## config.mk

```make
export PLATFORM = sky130hd
export DESIGN_NAME = div_operand_reader
export DESIGN_NICKNAME = d
export VERILOG_FILES = /design/src/rtl/div_operand_reader_pkg.sv /design/src/rtl/div_operand_reader.sv
export SDC_FILE = /design/constraint.sdc
export NUM_CORES = 1
export LEC_CHECK = 0
export BUFFER_PORTS_ARGS = -buffer_cell sky130_fd_sc_hd__buf_2
export CAP_MARGIN = 20
export CORE_MARGIN = 2
export CORE_UTILIZATION = 40
export CTS_CLUSTER_DIAMETER = 80
export DETAILED_ROUTE_END_ITERATION = 8
export GPL_TIMING_DRIVEN = 0
export MAX_ROUTING_LAYER = met4
export PLACE_DENSITY_LB_ADDON = 0.05
export SLEW_MARGIN = 20
export SYNTH_ARGS = -nofsm -noshare
export SYNTH_HDL_FRONTEND = slang
export SYNTH_SLANG_ARGS = --single-unit
```

## constraint.sdc

```tcl
create_clock -name CLK -period 1.7 [get_ports CLK]
set_input_delay 0.34 -clock CLK [delete_from_list [all_inputs] [get_ports CLK]]
set_output_delay 0.34 -clock CLK [all_outputs]
set_load 0.01 [all_outputs]
```

## src/rtl/div_operand_reader_pkg.sv

```systemverilog
// Shared constants for the FIFO read-side operand reader: state encoding
// and the default data/counter widths agreed with the word FIFO.
package div_operand_reader_pkg;

  localparam int DATA_WIDTH     = 32;
  localparam int PAIR_CNT_WIDTH = 16;

  typedef enum logic [1:0] {
    FETCH_A = 2'd0,
    FETCH_B = 2'd1,
    ISSUE   = 2'd2
  } state_t;

endpackage

```

## src/rtl/div_operand_reader.sv

```systemverilog
// Pops words from the 32-bit word FIFO in pairs (dividend, then divisor) and
// offers each pair to the divider over valid/ready, holding it until accepted.
// On acceptance with more data waiting, the next dividend is fetched in the
// same edge so back-to-back pairs flow at one pair every two cycles.
module div_operand_reader
  import div_operand_reader_pkg::*;
#(
  parameter int width = DATA_WIDTH,
  parameter int cntw  = PAIR_CNT_WIDTH
) (
  input  logic             CLK,
  input  logic             nRST,
  input  logic [width-1:0] Q,
  input  logic             EMPTY,
  output logic             RD,
  output logic             OUT_VALID,
  input  logic             OUT_READY,
  output logic [width-1:0] DIVIDEND,
  output logic [width-1:0] DIVISOR,
  output logic             DIVZ,
  output logic             BUSY,
  output logic [cntw-1:0]  PAIRS
);

  state_t             state_r;
  state_t             state_next_s;
  logic               load_a_s;
  logic               load_b_s;
  logic               accept_s;
  logic               pop_s;

  logic               rd_r;
  logic               valid_r;
  logic               busy_r;
  logic [width-1:0]   dividend_r;
  logic [width-1:0]   divisor_r;
  logic               divz_r;
  logic [cntw-1:0]    pairs_r;

  // A word is popped exactly when it is captured into the pair register.
  assign pop_s = load_a_s | load_b_s;

  // Next-state and capture decisions; OUT_READY only matters in ISSUE.
  always_comb begin
    state_next_s = state_r;
    load_a_s     = 1'b0;
    load_b_s     = 1'b0;
    accept_s     = 1'b0;
    case (state_r)
      FETCH_A: begin
        if (!EMPTY) begin
          load_a_s     = 1'b1;
          state_next_s = FETCH_B;
        end else begin
          state_next_s = FETCH_A;
        end
      end
      FETCH_B: begin
        if (!EMPTY) begin
          load_b_s     = 1'b1;
          state_next_s = ISSUE;
        end else begin
          state_next_s = FETCH_B;
        end
      end
      ISSUE: begin
        if (OUT_READY) begin
          accept_s = 1'b1;
          if (!EMPTY) begin
            load_a_s     = 1'b1;
            state_next_s = FETCH_B;
          end else begin
            state_next_s = FETCH_A;
          end
        end else begin
          state_next_s = ISSUE;
        end
      end
      default: begin
        state_next_s = FETCH_A;
      end
    endcase
  end

  // State register; an async reset discards any partially fetched pair.
  always_ff @(posedge CLK or negedge nRST) begin
    if (!nRST) begin
      state_r <= FETCH_A;
    end else begin
      state_r <= state_next_s;
    end
  end

  // Registered status outputs, decoded from the state being entered.
  always_ff @(posedge CLK or negedge nRST) begin
    if (!nRST) begin
      rd_r    <= 1'b0;
      valid_r <= 1'b0;
      busy_r  <= 1'b0;
    end else begin
      rd_r    <= pop_s;
      valid_r <= (state_next_s == ISSUE);
      busy_r  <= (state_next_s != FETCH_A);
    end
  end

  // Pair register: dividend and divisor/zero-flag captured straight from Q.
  always_ff @(posedge CLK or negedge nRST) begin
    if (!nRST) begin
      dividend_r <= {width{1'b0}};
      divisor_r  <= {width{1'b0}};
      divz_r     <= 1'b0;
    end else begin
      if (load_a_s) begin
        dividend_r <= Q;
      end
      if (load_b_s) begin
        divisor_r <= Q;
        divz_r    <= (Q == {width{1'b0}});
      end
    end
  end

  // Accepted-pair counter, wrapping naturally at 2^cntw.
  always_ff @(posedge CLK or negedge nRST) begin
    if (!nRST) begin
      pairs_r <= {cntw{1'b0}};
    end else if (accept_s) begin
      pairs_r <= pairs_r + {{(cntw-1){1'b0}}, 1'b1};
    end
  end

  assign RD        = rd_r;
  assign OUT_VALID = valid_r;
  assign BUSY      = busy_r;
  assign DIVIDEND  = dividend_r;
  assign DIVISOR   = divisor_r;
  assign DIVZ      = divz_r;
  assign PAIRS     = pairs_r;

endmodule

```

* Word-level counts from Yosys, hierarchy flattened *
Index checks and enable logic that the tools add are counted.

storage, ports and cells
  register bits after elaboration = 86
  input port bits = 36
  output and inout bits = 84
  word-level logic and storage cells = 26

cells by class
  add/subtract/negate cells = 1
  equality and inequality tests = 3
  muxes and demuxes = 10
  bitwise gates (word level) = 1
  reduce and logical (&&, ||, !) cells = 3

operator list
  kind                                                 count
  logical NOT 32 bit                                   1
  adder 16 x 1 -> 16 bit, second input constant        1
  2-to-1 mux 1 bit                                     6
  case mux 2 bit (3 select lines)                      1
  equality test 2 bit, second input constant           2
  2-to-1 mux 2 bit                                     2
  equality test 2 x 1 -> 1 bit, second input constant  1
  logical NOT 2 bit                                    1
  case mux 1 bit (2 select lines)                      1
  nonzero test 2 bit                                   1
  OR 1 bit                                             1

* Depth between registers and ports, before layout *
  depth in word-level cells = 4
  mapped depth = 5
  mapped depth without buffers = 5

* Worst setup path after synthesis *
OpenSTA, ideal clock, no wires.

  kind = reg2reg
  start point = register pairs_r[5] (netlist: PAIRS[5])
  end point = register pairs_r[15] (netlist: PAIRS[15])
  library setup time = 0.124 ns
  arrival = 1.373 ns
  required time = 1.576 ns
  setup slack = 0.203 ns
  cell stages (with the launch flop) = 5
  buffers on the path = 0
  clock period less this slack = 1.497 ns
  path through = dfrtp_1 nand4_2 nor3_4 or3b_1 xnor2_1

between the ends
  word-level cells in the longest chain between the ends = 1

ends and longest elaborated chain
  item                    line                       RTL
  from (decl)             div_operand_reader.sv:38   logic [cntw-1:0] pairs_r;
  from (signal assigned)  div_operand_reader.sv:127  pairs_r <= {cntw{1'b0}};
  from (signal assigned)  div_operand_reader.sv:129  pairs_r <= pairs_r + {{(cntw-1){1'b0}}, 1'b1};
  adder 16 x 1 -> 16 bit  div_operand_reader.sv:129

Every way passes these cells.
A chain may end at the register's enable or synchronous reset.

* Worst setup path in the final report *
  start point = register state_r[0]
  end point = register pairs_r[15] (netlist: PAIRS[15])

between the ends
  word-level cells in the longest chain between the ends = 2

ends and longest elaborated chain
  item                    line                      RTL
  from (decl)             div_operand_reader.sv:25  state_t state_r;
  from (signal assigned)  div_operand_reader.sv:90  state_r <= state_next_s;
  equality test 2 bit     div_operand_reader.sv:49  case (state_r)
  2-to-1 mux 1 bit        div_operand_reader.sv:49

Every way passes these cells.

==> reports/results.tsv <==
stage	metric	value	unit
outcome	status	complete, no violations	
global_routing	grt_max_degree	49	
route	detail_route.vias_per_cell	4.86	
layout	final_util	0.534	
route	vias	2250	
route	drtPass1Iterations	2	
synth	async_flop_share	1.00	
synth	syn_inst	221	
power_and_ir_drop	ir_drop	705	uV
cts	cts_inserted_buffers	9	
cts	htreeDepth	3	
floorplan	dieArea	0.00912	mm^2
synth	synth_nets	258	
synth	synthSimpleGateAreaFrac	0.0807	
route	finalWirelength	7170	um
synth	synth_flop_cell	dfrtp_1	
synth	synth_xor_xnor_area_share	0.0392	
cts	cts_sinks	86	
cts	cts_tree	done	
layout	drive_gt1_frac	0.564	
synth	ys_seq_elements	86	
synth	yosys.area.top_type	dfrtp_1	
sta	finalHoldViolations	0	
synth	synth_top_family_by_area	multiplexers	
worst_setup_path	required	1.93	ns
synth	synth-seq-area-share	0.643	
synth	syn-mean-instance-area	15.2	um^2
sta	clock.fmax	0.633	GHz
sta	max_slew_margin	0.658	
global_routing	overflow	0	
worst_setup_path	worst_setup_path_start_kind	flop	
placement	dp_slack	-0.0666	ns
layout	syn_to_final_growth	30.2	%
floorplan	placementRows	33	
synth	synth_fa_ha_area_frac	0.00374	
worst_setup_path	rr_worst_depth	4	
route	routedWlPerCell	15.5	um
layout	fillers	752	
worst_setup_path	worstSetupPathType	flop to flop	
cts	post_cts_buffers	0	
synth	yosysMostFrequentCell	dfrtp_1	
sta	fin_crit_sh	0.930	
floorplan	start_util	0.410	
floorplan	io_pins	120	
synth	synth_cell_types	24	
global_routing	antenna_found_initial	0	
synth	synthTopCellsByCount	86 x dfrtp_1, 56 x mux2_2, 12 x xnor2_1, 10 x nand2_1	
sta	tns	0	ns
route	top_layer_used	met4	
placement	dpl.hpwl	5280	um
worst_setup_path	path_cells	nand4b_4 > nor3_4 > or3b_1 > xnor2_1	
worst_hold_path	hp-class	input port to flop	
synth	synth_edf_count	0	
synth	yosys.area.top_type_share	0.643	
route	dr_wl_met2	3350	um
route	drt-met1-wl	3390	um
global_routing	grt_pass1_wl	11300	um
power_and_ir_drop	p_leak	0.00211	uW
route	wl_met3	380	um
layout	antennaDiodeCount	0	
cts	cts_root_buf	clkbuf_8	
layout	num-nets-final	390	
power_and_ir_drop	power_density	1750	mW/mm^2
synth	syn_area	0.00335	mm^2
floorplan	die-width	95.5	um
route	drc	0	
route	detail-route-antenna-nets	0	
worst_setup_path	crit_path_max_fanout	7	
synth	yosysWarnings	0	
worst_hold_path	whs_path_depth	2	
worst_setup_path	cp.arrival	1.82	ns
layout	seqCellArea	0.00215	mm^2
sta	fin_ws	0.119	ns
synth	synthTopCellsByArea	dfrtp_1 64%, mux2_2 19%, xnor2_1 3.1%	
worst_setup_path	endpoint_kind	flop	
floorplan	core_area	0.00818	mm^2
sta	slew_violations	0	
sta	min_period	1.58	ns
synth	muxShareOfSynthArea	0.219	
placement	gp_congestion	0.725	
sta	setup_viol_count_final	0	
worst_setup_path	critPathSlowestCell	dfrtp_1	
sta	rsz0062_at_grt	false	
layout	multi_input_area	0.00117	mm^2
cts	cts_buffer_depth	2	
cts	clk_pin_slew	0.09	ns
worst_setup_path	max_stage_delay	0.45	ns
route	drt_first_iter_violations	36	
job	max_cap_viol_count	0	
global_routing	track_usage	0.170	
floorplan	fp.dieH	95.5	um
placement	portBuffers	119	
global_routing	grt_pass1_vias	2198	
sta	worst_pin_slew	0.512	ns
sta	fin_skew	0.00827	ns
synth	synth_compound_area_frac	0.00523	
cts	clkLatencyLatePin	0.34	ns
[kinds of logic (layout without fill, tap and decap cells)]
kind of cell               after synthesis  in the layout
AOI/OAI and AO/OA                        3              3
xor gates and xnor gates                15             15
adders and majority gates                1              1
buffers and inverters                    7            144
DFF                                     86             86
muxes                                   65             65
and+or+nand+nor                         44             44
[final timing paths]
check	startpoint	end	slack [ns]
max in group asynchronous	nRST	DIVISOR[0]	0.55
worst min register to register	PAIRS[15]	PAIRS[15]	0.48
worst min-delay path	Q[3]	DIVIDEND[3]	0.23
worst max-delay path	state_r[0]	PAIRS[15]	0.12
worst max register to register	state_r[0]	PAIRS[15]	0.12
min in group asynchronous	nRST	DIVIDEND[29]	0.52
[per-layer routing]
layer / GRT usage / vias to the layer above
met1: 0.235 / 1119
li1: - / 1054
met5: - / -
met4: 0.0655 / 0
met2: 0.246 / 72
met3: 0.0364 / 5
[worst max-delay path, delay by kind of cell, from the launching register on]
kind / cells / cell delay [ns]
XOR/XNOR: 1 / 0.13
AND/OR/NAND/NOR: 3 / 0.90
flip-flops: 1 / 0.45
[repair_timing]
| item | 4_1_cts | 5_1_grt |
|---|---|---|
| gates resized for setup | 0 | 3 |
| setup endpoints to repair | 0 | 54 |
| hold buffers | 1 | 0 |
| hold endpoints to repair | 38 | 0 |
[sequential cells by signal (all words and copies together), names as in the netlist]
register   flops
BUSY           1
DIVIDEND      32
DIVISOR       32
DIVZ           1
OUT_VALID      1
PAIRS         16
RD             1
state_r        2
[cells in the final DEF (no fill, tap or decap), drive strengths merged, types with 2 or more instances in the layout]
master,instances
clkinvlp,2
clkbuf,11
o21ai,2
xnor2,12
bufinv,3
nand3,3
mux2,65
nand4,9
buf,125
nand2,10
nor3,2
nor2,5
xor2,3
nor4,9
dfrtp,86
[report_power, final]
| part | internal (uW) | total (uW) | switching (uW) |
|---|---|---|---|
| combinational | 1340 | 2580 | 1240 |
| clock | 975 | 1700 | 723 |
| sequential | 2890 | 3350 | 451 |
[per-stage QoR]
stage | instance area [um^2] | hold slack (ns) | std cells | power [uW]
after floorplan | 3350 | 0.0444 | 221 | 4790
after global placement | 4080 | 0.456 | 445 | 5940
after detailed placement | 4110 | 0.358 | 446 | 6010
after CTS | 4350 | 0.222 | 463 | 7720
after global routing | 4360 | 0.225 | 463 | 8140
final | 4360 | 0.234 | 463 | 7620
[layout make-up]
class | count | area share
Sequential cell | 86 | 0.493
Clock inverter | 6 | 0.0252
Timing Repair Buffer | 121 | 0.146
Tap cell | 105 | 0.0301
Inverter | 1 | 0.000861
Clock buffer | 10 | 0.0293
Multi-Input combinational cell | 128 | 0.268
Buffer | 6 | 0.00746
No activity file was read; power rests on OpenSTA's default activity.
